File: src/rtl/bcd_complement_seq.sv
// Digit-serial 1's / 9's / 2's / 10's complement of a DIGITS-nibble operand.
// One nibble per clock, LSB first, with a ripple carry between nibbles.
module bcd_complement_seq #(
  parameter int DIGITS = 4
) (
  input  logic                  clk,
  input  logic                  rst_n,
  input  logic                  in_valid,
  output logic                  in_ready,
  input  logic [4*DIGITS-1:0]   in_data,
  input  logic [1:0]            in_mode,
  output logic                  out_valid,
  input  logic                  out_ready,
  output logic [4*DIGITS-1:0]   out_data,
  output logic                  out_cout,
  output logic                  out_err,
  output logic                  busy
);

  localparam int W     = 4 * DIGITS;
  localparam int IDX_W = (DIGITS > 1) ? $clog2(DIGITS) : 1;

  typedef enum logic [1:0] {S_IDLE, S_RUN, S_DONE} state_t;

  state_t             r_state, w_state_next;
  logic [W-1:0]       r_opnd, r_acc, r_out_data;
  logic [IDX_W-1:0]   r_idx;
  logic               r_dec, r_carry, r_err, r_out_cout, r_out_err;

  logic [3:0]         w_nib, w_inv, w_t, w_digit;
  logic [4:0]         w_sum;
  logic               w_carry_next, w_bad, w_last;
  logic [W-1:0]       w_acc_next;

  assign w_last = (r_idx == IDX_W'(DIGITS - 1));

  // Per-nibble complement; decimal mode adds 0xA to ~d to get 9-d.
  always_comb begin
    // NOTE: every comb output gets a default first so no path infers a latch.
    w_nib        = r_opnd[4*r_idx +: 4];
    w_inv        = ~w_nib;
    w_t          = w_inv + 4'hA;
    w_sum        = {1'b0, w_t} + {4'b0, r_carry};
    w_digit      = '0;
    w_carry_next = 1'b0;
    w_bad        = 1'b0;
    if (!r_dec) begin
      {w_carry_next, w_digit} = {1'b0, w_inv} + {4'b0, r_carry};
    end else if (w_nib <= 4'd9) begin
      if (w_sum == 5'd10) begin
        w_digit      = 4'd0;
        w_carry_next = 1'b1;
      end else begin
        w_digit      = w_sum[3:0];
      end
    end else begin
      w_digit = w_sum[3:0];
      w_bad   = 1'b1;
    end
    w_acc_next                = r_acc;
    w_acc_next[4*r_idx +: 4]  = w_digit;
  end

  // State register
  always_ff @(posedge clk) begin
    // NOTE: sequential state uses non-blocking assignments only.
    if (!rst_n) r_state <= S_IDLE;
    else        r_state <= w_state_next;
  end

  // Next-state logic
  always_comb begin
    w_state_next = r_state;
    case (r_state)
      S_IDLE:  if (in_valid)  w_state_next = S_RUN;
      S_RUN:   if (w_last)    w_state_next = S_DONE;
      S_DONE:  if (out_ready) w_state_next = S_IDLE;
      default:                w_state_next = S_IDLE;
    endcase
  end

  // Outputs decoded from state
  always_comb begin
    in_ready  = (r_state == S_IDLE);
    out_valid = (r_state == S_DONE);
    busy      = (r_state == S_RUN) || (r_state == S_DONE);
  end

  // Datapath: capture, per-nibble update, and result registers held through IDLE.
  always_ff @(posedge clk) begin
    if (!rst_n) begin
      r_opnd     <= '0;
      r_acc      <= '0;
      r_idx      <= '0;
      r_dec      <= 1'b0;
      r_carry    <= 1'b0;
      r_err      <= 1'b0;
      r_out_data <= '0;
      r_out_cout <= 1'b0;
      r_out_err  <= 1'b0;
    end else begin
      case (r_state)
        S_IDLE: if (in_valid) begin
          r_opnd  <= in_data;
          r_dec   <= in_mode[0];
          r_carry <= in_mode[1];
          r_err   <= 1'b0;
          r_idx   <= '0;
        end
        S_RUN: begin
          r_acc   <= w_acc_next;
          r_carry <= w_carry_next;
          r_err   <= r_err | w_bad;
          r_idx   <= r_idx + IDX_W'(1);
          if (w_last) begin
            r_out_data <= w_acc_next;
            r_out_cout <= w_carry_next;
            r_out_err  <= r_err | w_bad;
          end
        end
        default: ;
      endcase
    end
  end

  assign out_data = r_out_data;
  assign out_cout = r_out_cout;
  assign out_err  = r_out_err;

endmodule

File: config.mk
export PLATFORM = sky130hd
export DESIGN_NAME = bcd_complement_seq
export DESIGN_NICKNAME = d
export VERILOG_FILES = /design/src/rtl/bcd_complement_seq.sv
export SDC_FILE = /design/constraint.sdc
export NUM_CORES = 1
export LEC_CHECK = 0
export CAP_MARGIN = 25
export CORE_MARGIN = 5
export CORE_UTILIZATION = 45
export DETAILED_ROUTE_END_ITERATION = 7
export PLACE_DENSITY = 0.69
export SLEW_MARGIN = 10
export SYNTH_ARGS = -nofsm -noshare
export SYNTH_HDL_FRONTEND = slang
export SYNTH_SLANG_ARGS = --single-unit
File: constraint.sdc
create_clock -name clk -period 5 [get_ports clk]
set_input_delay 1 -clock clk [delete_from_list [all_inputs] [get_ports clk]]
set_output_delay 1 -clock clk [all_outputs]
set_load 0.005 [all_outputs]
---- Word level (Yosys, flattened, before mapping) ----
Index checks and enable logic that the tools add are counted.
cells by class
  equality and inequality tests ........... 7
  mux-type cells .......................... 19
  reductions and logical operators ........ 7
  add/sub/neg operators ................... 5
  $lt $le $gt $ge ......................... 1
  bitwise operators ....................... 2
  shift-type cells ........................ 3
operator list
  cell                     number
  $neg 4->34               1
  $shift 4x34->16 const A  1
  $shiftx 4x34->16         1
  $bwmux 16                1
  $shiftx 16x5->4          1
  $mux 4                   3
  $add 4x1->5              2
  $mux 2                   4
  $mux 1                   7
  $pmux 2 s3               1
  $reduce_and 2->1         3
  $eq 5x4->1 const B       1
  $add 4x4->4 const B      1
  $eq 2x2->1 const B       2
  $le 4x4->1 const B       1
  $ne 2x2->1 const B       2
  $not 4->4                1
  $pmux 1 s2               2
  $pmux 2 s2               1
  $reduce_and 3->1         1
  $add 2x1->2 const B      1
  $eq 2x1->1 const B       1
  $logic_not 2->1          1
  $ne 2x1->1 const B       1
  other kinds (3)          3
word-level totals
  word-level logic and storage cells ...... 54
  input bits .............................. 22
  register bits ........................... 57

---- Logic depth before layout (Yosys ltp) ----
Gate-level depths: netlist of the first run.
  depth after elaboration ................. 10
  mapped depth ............................ 11

---- Worst setup path before layout of the first run ----
Ideal clock, no wire load.
  kind .................................... reg-to-reg
  start ................................... register r_idx[0]
  end ..................................... register r_carry
  cell stages (with the launch flop) ...... 11
  setup slack ............................. 2277 ps
  data required time ...................... 4907 ps
  arrival ................................. 2629 ps
  clock period less this slack ............ 2723 ps
  path buffers ............................ 2
  cells stage by stage .................... dfxtp_1 > buf_6 > mux4_2 > inv_1 > ha_1 > ha_1 > or3_1 > a311o_1 > buf_6 > a2bb2oi_1 > o311ai_2
between the ends
  cells in the longest elaborated chain, start to end .. 9
  elaborated cells on any way between the ends .. 11
  classes of those cells .................. add/sub (3); order compare (1); eq/ne (1); shift (1); mux (4); bitwise (1)
RTL lines
  element                 line  text
  from (decl)             27    logic [IDX_W-1:0] r_idx;
  from (signal assigned)  114   r_idx <= r_idx + IDX_W'(1);
  $shiftx 16x5->4 (*)     40    w_nib = r_opnd[4*r_idx +: 4];
  $not 4->4               41    w_inv = ~w_nib;
  $add 4x4->4             42    w_t = w_inv + 4'hA;
  $add 4x1->5             43    w_sum = {1'b0, w_t} + {4'b0, r_carry};
  $eq 5x4->1              50    if (w_sum == 5'd10) begin
  $mux 1                  50
  $mux 1                  49    end else if (w_nib <= 4'd9) begin
  $mux 1 (*)              47    if (!r_dec) begin
  $pmux 1 s2 (*)          102   case (r_state)
  to (signal assigned)    106   r_carry <= in_mode[1];
  to (signal assigned)    112   r_carry <= w_carry_next;
  to (decl)               28    logic r_dec, r_carry, r_err, r_out_cout, r_out_err;
Mark *: on every way between the ends. The rest lies on a longest branch, timed or not.
A chain may end at the register's enable or synchronous reset.

---- Final worst setup path of the first run ----
  start ................................... register r_idx[0]
  end ..................................... register r_out_data[15] (netlist: out_data[15])
between the ends
  cells in the longest elaborated chain, start to end .. 10
  elaborated cells on any way between the ends .. 16
  classes of those cells .................. add/sub (4); order compare (1); eq/ne (2); shift (3); mux (4); bitwise (1); reduce/logical (1)
RTL lines
  element               line  text
  $shiftx 16x5->4       40
  $not 4->4             41
  $add 4x4->4           42
  $add 4x1->5           43
  $eq 5x4->1            50
  $mux 4                50
  $mux 4                49
  $mux 4                47
  $shiftx 4x34->16      61    w_acc_next[4*r_idx +: 4] = w_digit;
  $bwmux 16             61
  to (signal assigned)  116   r_out_data <= w_acc_next;
  to (decl)             26    logic [W-1:0] r_opnd, r_acc, r_out_data;
Several ways; a longest one is shown, not always the timed one.

==> key figures, run 1 <==
Global route
  • Routing usage on met3: 5.58%
  • Grt met1 use: 24.3%
  • Largest net degree at the start of global routing: 28
  • Grt total ovfl: 0
  • Antenna violations before repair: 0
  • M2 GR Usage: 27.5%
  • First-pass GRT wire length: 10700 um
  • GRT Total Usage: 18.3%
  • Global route hottest layer: met2
  • Vias in the first global route: 2272

Synth
  • Area share of the largest cell type after synthesis: 42.4%
  • Sequential fraction of the synthesis area: 42.4%
  • Syn Inst Count: 315
  • Syn Nets: 350
  • Top FF cell, synth: dfxtp_1
  • Cell taking the most area after synthesis: dfxtp_1
  • Number of synthesized flops with an enable pin: 0
  • Synthesized flop and latch total: 57
  • Synth async-reset ratio: 0%
  • Main area contributors after synthesis: dfxtp_1 (42%), nand2_1 (7.5%), a21oi_1 (6.3%)
  • Distinct cells, synth: 43
  • Synth Area per Inst: 8.54 um^2
  • YS warnings: 0
  • Post-Syn Area: 2690 um^2

CTS
  • Post-cts sizing count: 0
  • # hold bufs at CTS: 0
  • Post-CTS setup buffer count: 0
  • Reg clk slew, reported paths: around 60 ps
  • H-tree depth: 3
  • CTS tree: done
  • Clock Tree Buf Depth: 2
  • CTS buffer count: 9
  • Sink Count: 57
  • Clock Latency Late Sink: 340 ps
  • Clock root cell: clkbuf_8

Power and ir drop
  • Pwr/cell area: 462 nW/um^2
  • LEAKAGE: 1.24 nW
  • Max IR drop VDD: 0.372 mV

Route
  • Vias per inst: 5.62
  • ANT nets after route: 0
  • Via Count: about 2400
  • Routed len/inst: 15.2 um
  • DRC Markers: 0
  • Drt first pass iters: 4
  • Drt initial violations: 158
  • Post-Route WL: between 6000 and 7000 um

Final layout
  • Ant. Diodes: 0
  • Layout cells sized above 1: around 7.6%
  • Leading cell type in the layout, fill and taps excluded: dfxtp_1
  • Final core utilization: 57.5%
  • Multi-input logic area: 1400 um^2
  • Area delta synth->final: 25.1%
  • NumNets Final: approximately 380
  • Fillers: 557
  • Commonest non-fill, non-tap cells in the layout: dfxtp_1 (57), nand2_1 (54), clkdlybuf4s50_1 (42)
  • FF/Latch Area: about 1100 um^2

Worst setup path
  • Worst Path Required: roughly 5200 ps
  • Worst-path fanout max: 12
  • Critical path arrival: approximately 3400 ps
  • Critical path capture point type: flop
  • Critical path startpoint category: flop
  • Critical path class: reg -> reg

Timing
  • FMAX: 315 MHz
  • Worst Slack Setup Final: 1820 ps
  • Period utilization: 63.6%
  • Clock skew: 4.94 ps
  • Setup TNS: 0 ps
  • Relative max-transition margin: around 37%
  • Tmin final: 3180 ps
  • Slew Viols, Final: 0
  • Final hold vios: 0
  • RSZ-0062 raised after global routing: false
  • Final setup viols: 0
  • Tightest Pin Transition: 946 ps

Floorplan
  • Ports: 43
  • Core Area: 5850 um^2
  • Core Rows: 28
  • Initial core utilization: 46.0%
  • Chip width: around 87 um
  • Die footprint: 7620 um^2
  • Die Y: 87.3 um

Min path
  • Hold crit path type: reg -> reg

Placement
  • Place WS: 1840 ps
  • Final GP Congestion: 0.941
  • Placed wire-length estimate: ~4700 um
  • Port bufs: 42

Flow run
  • Number of max-cap violations: 0

Status
  • Outcome: finished, final reports clean
[path summary, 6_finish.rpt]
path              cells past startpoint  slack (ps)            to       from
setup / recovery                      8        1820  out_data[15]   r_idx[0]
hold / removal                        2         460     r_opnd[6]  r_opnd[6]
setup reg to reg                      8        1820  out_data[15]   r_idx[0]
hold reg to reg                       2         460     r_opnd[6]  r_opnd[6]
[sequential cells by signal (all words and copies together), names as in the netlist]
name,count
r_err,1
out_err,1
r_acc,16
r_idx,2
r_opnd,16
r_carry,1
out_cout,1
out_data,16
r_state,2
r_dec,1
[cells in the mapped netlist (4+ instances only)]
library cell / instances
nand3_1: 7
nor2_1: 25
o211ai_1: 4
mux4_2: 4
nand2_1: 54
dfxtp_1: 57
ha_1: 13
a32oi_1: 8
o21ai_1: 6
a221oi_1: 7
o31ai_1: 5
a21oi_1: 34
o21ai_0: 10
nor3_1: 6
clkbuf_1: 17
inv_1: 11
[logic make-up (layout without fill, tap and decap cells)]
| family | Yosys count | in the layout | synth area share (%) |
|---|---|---|---|
| compound gates | 88 | 88 | 21.5 |
| xor+xnor | 6 | 6 | 2.51 |
| fa+ha+maj | 13 | 13 | 6.05 |
| buf+inv | 35 | 74 | 5.54 |
| flops | 57 | 57 | 42.4 |
| mux | 6 | 6 | 4.10 |
| simple gates | 110 | 110 | 17.8 |
[per-layer routing]
metal / vias up / wire (um)
met5: - / 0
met4: 0 / 100
met3: 10 / 480
met2: 73 / 3040
met1: 1136 / 2900
li1: 1193 / -
[through the flow]
stage          instance area (um^2)  std cells  hold slack, ps  power (mW)
4_1_cts                        3360        429             453        1.57
5_1_grt                        3360        429             477        1.65
6_report                       3360        429             455        1.56
3_5_place_dp                   3120        413             445        1.04
2_1_floorplan                  2690        315             432       0.913
3_3_place_gp                   3120        413             441        1.03
[critical path, cell delays in order, from the launching register on]
cell and delay (ps):
dfxtp_1 660, mux4_2 570, inv_1 70, ha_1 210, ha_1 290, or3_1 380, a311o_1 440, a21oi_4 290
o32ai_1 130
[where the power goes]
part / internal (mW) / total [mW] / switching [mW]
registers: 0.507 / 0.547 / 0.0404
logic: 0.189 / 0.491 / 0.301
clock network: 0.342 / 0.518 / 0.176
[area by class of cell]
type                       count  share of cell area, %
inverter                      14                   1.56
clock inverter                 6                   3.12
timing repair buffer          44                   12.9
multi-input combinational    223                   41.6
clock buffer                  10                   4.09
tap                           75                   2.79
sequential                    57                   33.9
Power figures use the tool's default switching activity.
==> run 2: changes to the inputs <==
PLACE_DENSITY = 0.72   (was 0.69)
clock period = 2.64 ns   (was 5 ns; I/O delays follow)
==> key figures, run 2 (synthesized netlist as in run 1, its figures left out) <==
Status
  • Outcome: complete, but fails checks
  • Failing checks: negative setup slack

Power and ir drop
  • Switching share of total power: 33.4% (+0.081 points)
  • Part of the power in the clock network: 30.7% (-2.6 points)
  • Design Power: 3.05 mW (+96%)
  • Internal power: 2.03 mW (+96%)
  • Logic gate share of total power: 35.5% (+4.0 points)
  • Pwr/cell area: 859 nW/um^2 (+86%)
  • Max IR drop VDD: 0.666 mV (+79%)
  • Flop pwr share: 33.8% (-1.4 points)
  • Net Switching: 1.02 mW (+97%)
  • LEAKAGE: 1.32 nW (+6.8%)

Timing
  • Tightest Pin Transition: 608 ps (-338 ps)
  • Clock skew: 10.1 ps (+5.14 ps)
  • Relative max-transition margin: 59.4% (+22 points)
  • Tmin final: 2720 ps (-465 ps)
  • Setup TNS: -400 ps (-400 ps)
  • Slew Viols, Final: 0 (unchanged)
  • Final setup viols: 13 (+13)
  • Final hold vios: 0 (unchanged)
  • Period utilization: 103% (+39 points)
  • Worst Slack Setup Final: -75.1 ps (-1900 ps)
  • FMAX: 368 MHz (+17%)
  • RSZ-0062 raised after global routing: true

Global route
  • Antenna violations before repair: 0 (unchanged)
  • GRT Total Usage: 19.6% (+1.3 points)
  • Vias in the first global route: 2425 (+6.7%)
  • First-pass GRT wire length: 11600 um (+8.5%)
  • Grt total ovfl: 0 (unchanged)
  • Largest net degree at the start of global routing: 23 (-18%)

Floorplan
  • Ports: 43 (unchanged)
  • Die footprint: 7620 um^2 (unchanged)
  • Chip width: 87.3 um (unchanged)
  • Core Area: 5850 um^2 (unchanged)
  • Die Y: 87.3 um (unchanged)
  • Core Rows: 28 (unchanged)
  • Initial core utilization: 46.0% (unchanged)

Min path
  • Hold crit path type: reg -> reg
  • Hold path depth: 2 (unchanged)

Worst setup path
  • Crit path cell chain: mux4_2 -> inv_1 -> ha_4 -> ha_2 -> xor2_1 -> or3_1 -> a311o_2 -> a2bb2oi_2 -> o311ai_2
  • Critical-path cell with the highest stage delay: mux4_2
  • Stages on worst setup path: 9 (+1)
  • Critical path arrival: 2950 ps (-430 ps)
  • Worst path max stage delay: 490 ps (-170 ps)
  • Critical path startpoint category: flop
  • Crit path max-delay family: compound AO/OA/AOI/OAI gates
  • Worst R2R Path Depth: 9 (+1)
  • Worst path bufs/invs: 1 (unchanged)
  • Critical path class: reg -> reg
  • Critical path capture point type: flop
  • Worst Path Required: 2870 ps (-2330 ps)
  • Worst-path fanout max: 7 (-5)
  • Reg2Reg Setup Slack: -80 ps (-1900 ps)

CTS
  • CTS tree: done
  • # hold bufs at CTS: 0 (unchanged)
  • Clock root cell: clkbuf_8
  • CTS buffer count: 9 (unchanged)
  • Clock Latency Late Sink: 340 ps (about the same)
  • Reg clk slew, reported paths: 60 ps (about the same)
  • H-tree depth: 3 (unchanged)
  • Sink Count: 57 (unchanged)
  • Clock Tree Buf Depth: 2 (unchanged)

Route
  • Drt first pass iters: 4 (unchanged)
  • Met2 wire len: 3210 um (+5.5%)
  • Max layer used: met4
  • Met1 Wirelength: 3130 um (+8.0%)
  • WL met3: 347 um (-28%)
  • Post-Route WL: 6910 um (+6.0%)
  • Routed len/inst: 15.5 um (+2.1%)
  • Via Count: 2531 (+4.9%)
  • Vias per inst: 5.69 (+1.2%)
  • Drt initial violations: 217 (+37%)
  • DRC Markers: 0 (unchanged)
  • ANT nets after route: 0 (unchanged)

Final layout
  • Multi-input logic area: 1450 um^2 (+3.7%)
  • Ant. Diodes: 0 (unchanged)
  • Area delta synth->final: 32.1%
  • Leading cell type in the layout, fill and taps excluded: dfxtp_1
  • Fillers: 502 (-9.9%)
  • Commonest non-fill, non-tap cells in the layout: dfxtp_1 (56), nand2_1 (54), clkdlybuf4s50_1 (42)
  • NumNets Final: 401 (+4.4%)
  • Layout cells sized above 1: 13.8% (+6.2 points)
  • FF/Latch Area: 1140 um^2 (+0.33%)

Placement
  • Final GP Congestion: 0.918 (-2.5%)
  • Placed wire-length estimate: 4750 um (+2.0%)
  • Port bufs: 42 (unchanged)

Flow run
  • Number of max-cap violations: 0 (unchanged)
run 2: timing repair:
action,in CTS,in global routing
gates resized for setup,4,4
pin swaps,7,4
setup endpoints to repair,14,18
buffers inserted,2,1
run 2: through the flow:
stage / cells / instance area (um^2) / hold WS (ps) / setup slack, ps / utilization (%)
finish: 445 / 3550 / 457 / -75.1 / 60.7
global route: 445 / 3550 / 481 / -134 / 60.7
CTS: 444 / 3520 / 453 / -94.1 / 60.1
detailed placement: 427 / 3260 / 444 / -95.6 / 55.6
global placement: 427 / 3260 / 441 / -13.2 / 55.6
floorplan: 315 / 2720 / 432 / -11.8 / -
run 2: worst reg2reg max path: cells and delay by family, from the launching register on:
| family | cells | cell delay [ps] |
|---|---|---|
| multiplexers | 1 | 490 |
| XOR/XNOR | 1 | 80 |
| flip-flops | 1 | 380 |
| AND/OR/NAND/NOR | 1 | 320 |
| adder cells (fa/ha/maj) | 2 | 360 |
| buffers and inverters | 1 | 110 |
| AO/OA/AOI/OAI | 3 | 880 |
run 2: per-layer routing:
metal / vias up / GRT usage (%)
li1: 1228 / -
met4: 0 / 10.7
met2: 79 / 29.9
met5: - / 0
met3: 19 / 3.97
met1: 1205 / 25.7
run 2: layout make-up:
cell class,instances,area share [%]
multi-input cells,223,40.8
flip-flops and latches,57,32.2
repair buffers,61,16.3
clock buffers,13,4.76
well taps,75,2.64
clock inverters,2,1.69
inverters,14,1.55
run 2: power by group through the flow:
stage                     Clock [mW]  Combinational [mW]  Sequential (mW)
after floorplan                    0               0.734             1.02
after global placement             0               0.999             1.04
after detailed placement           0                1.01             1.04
after CTS                      0.955                1.04             1.03
after global routing            1.00                1.20             1.04
final                          0.937                1.08             1.03
run 2: path summary, 6_finish.rpt:
path	from	endpoint
setup reg to reg	r_idx[0]	r_carry
setup / recovery	r_idx[0]	r_carry
hold reg to reg	r_opnd[4]	r_opnd[4]
hold / removal	r_opnd[4]	r_opnd[4]
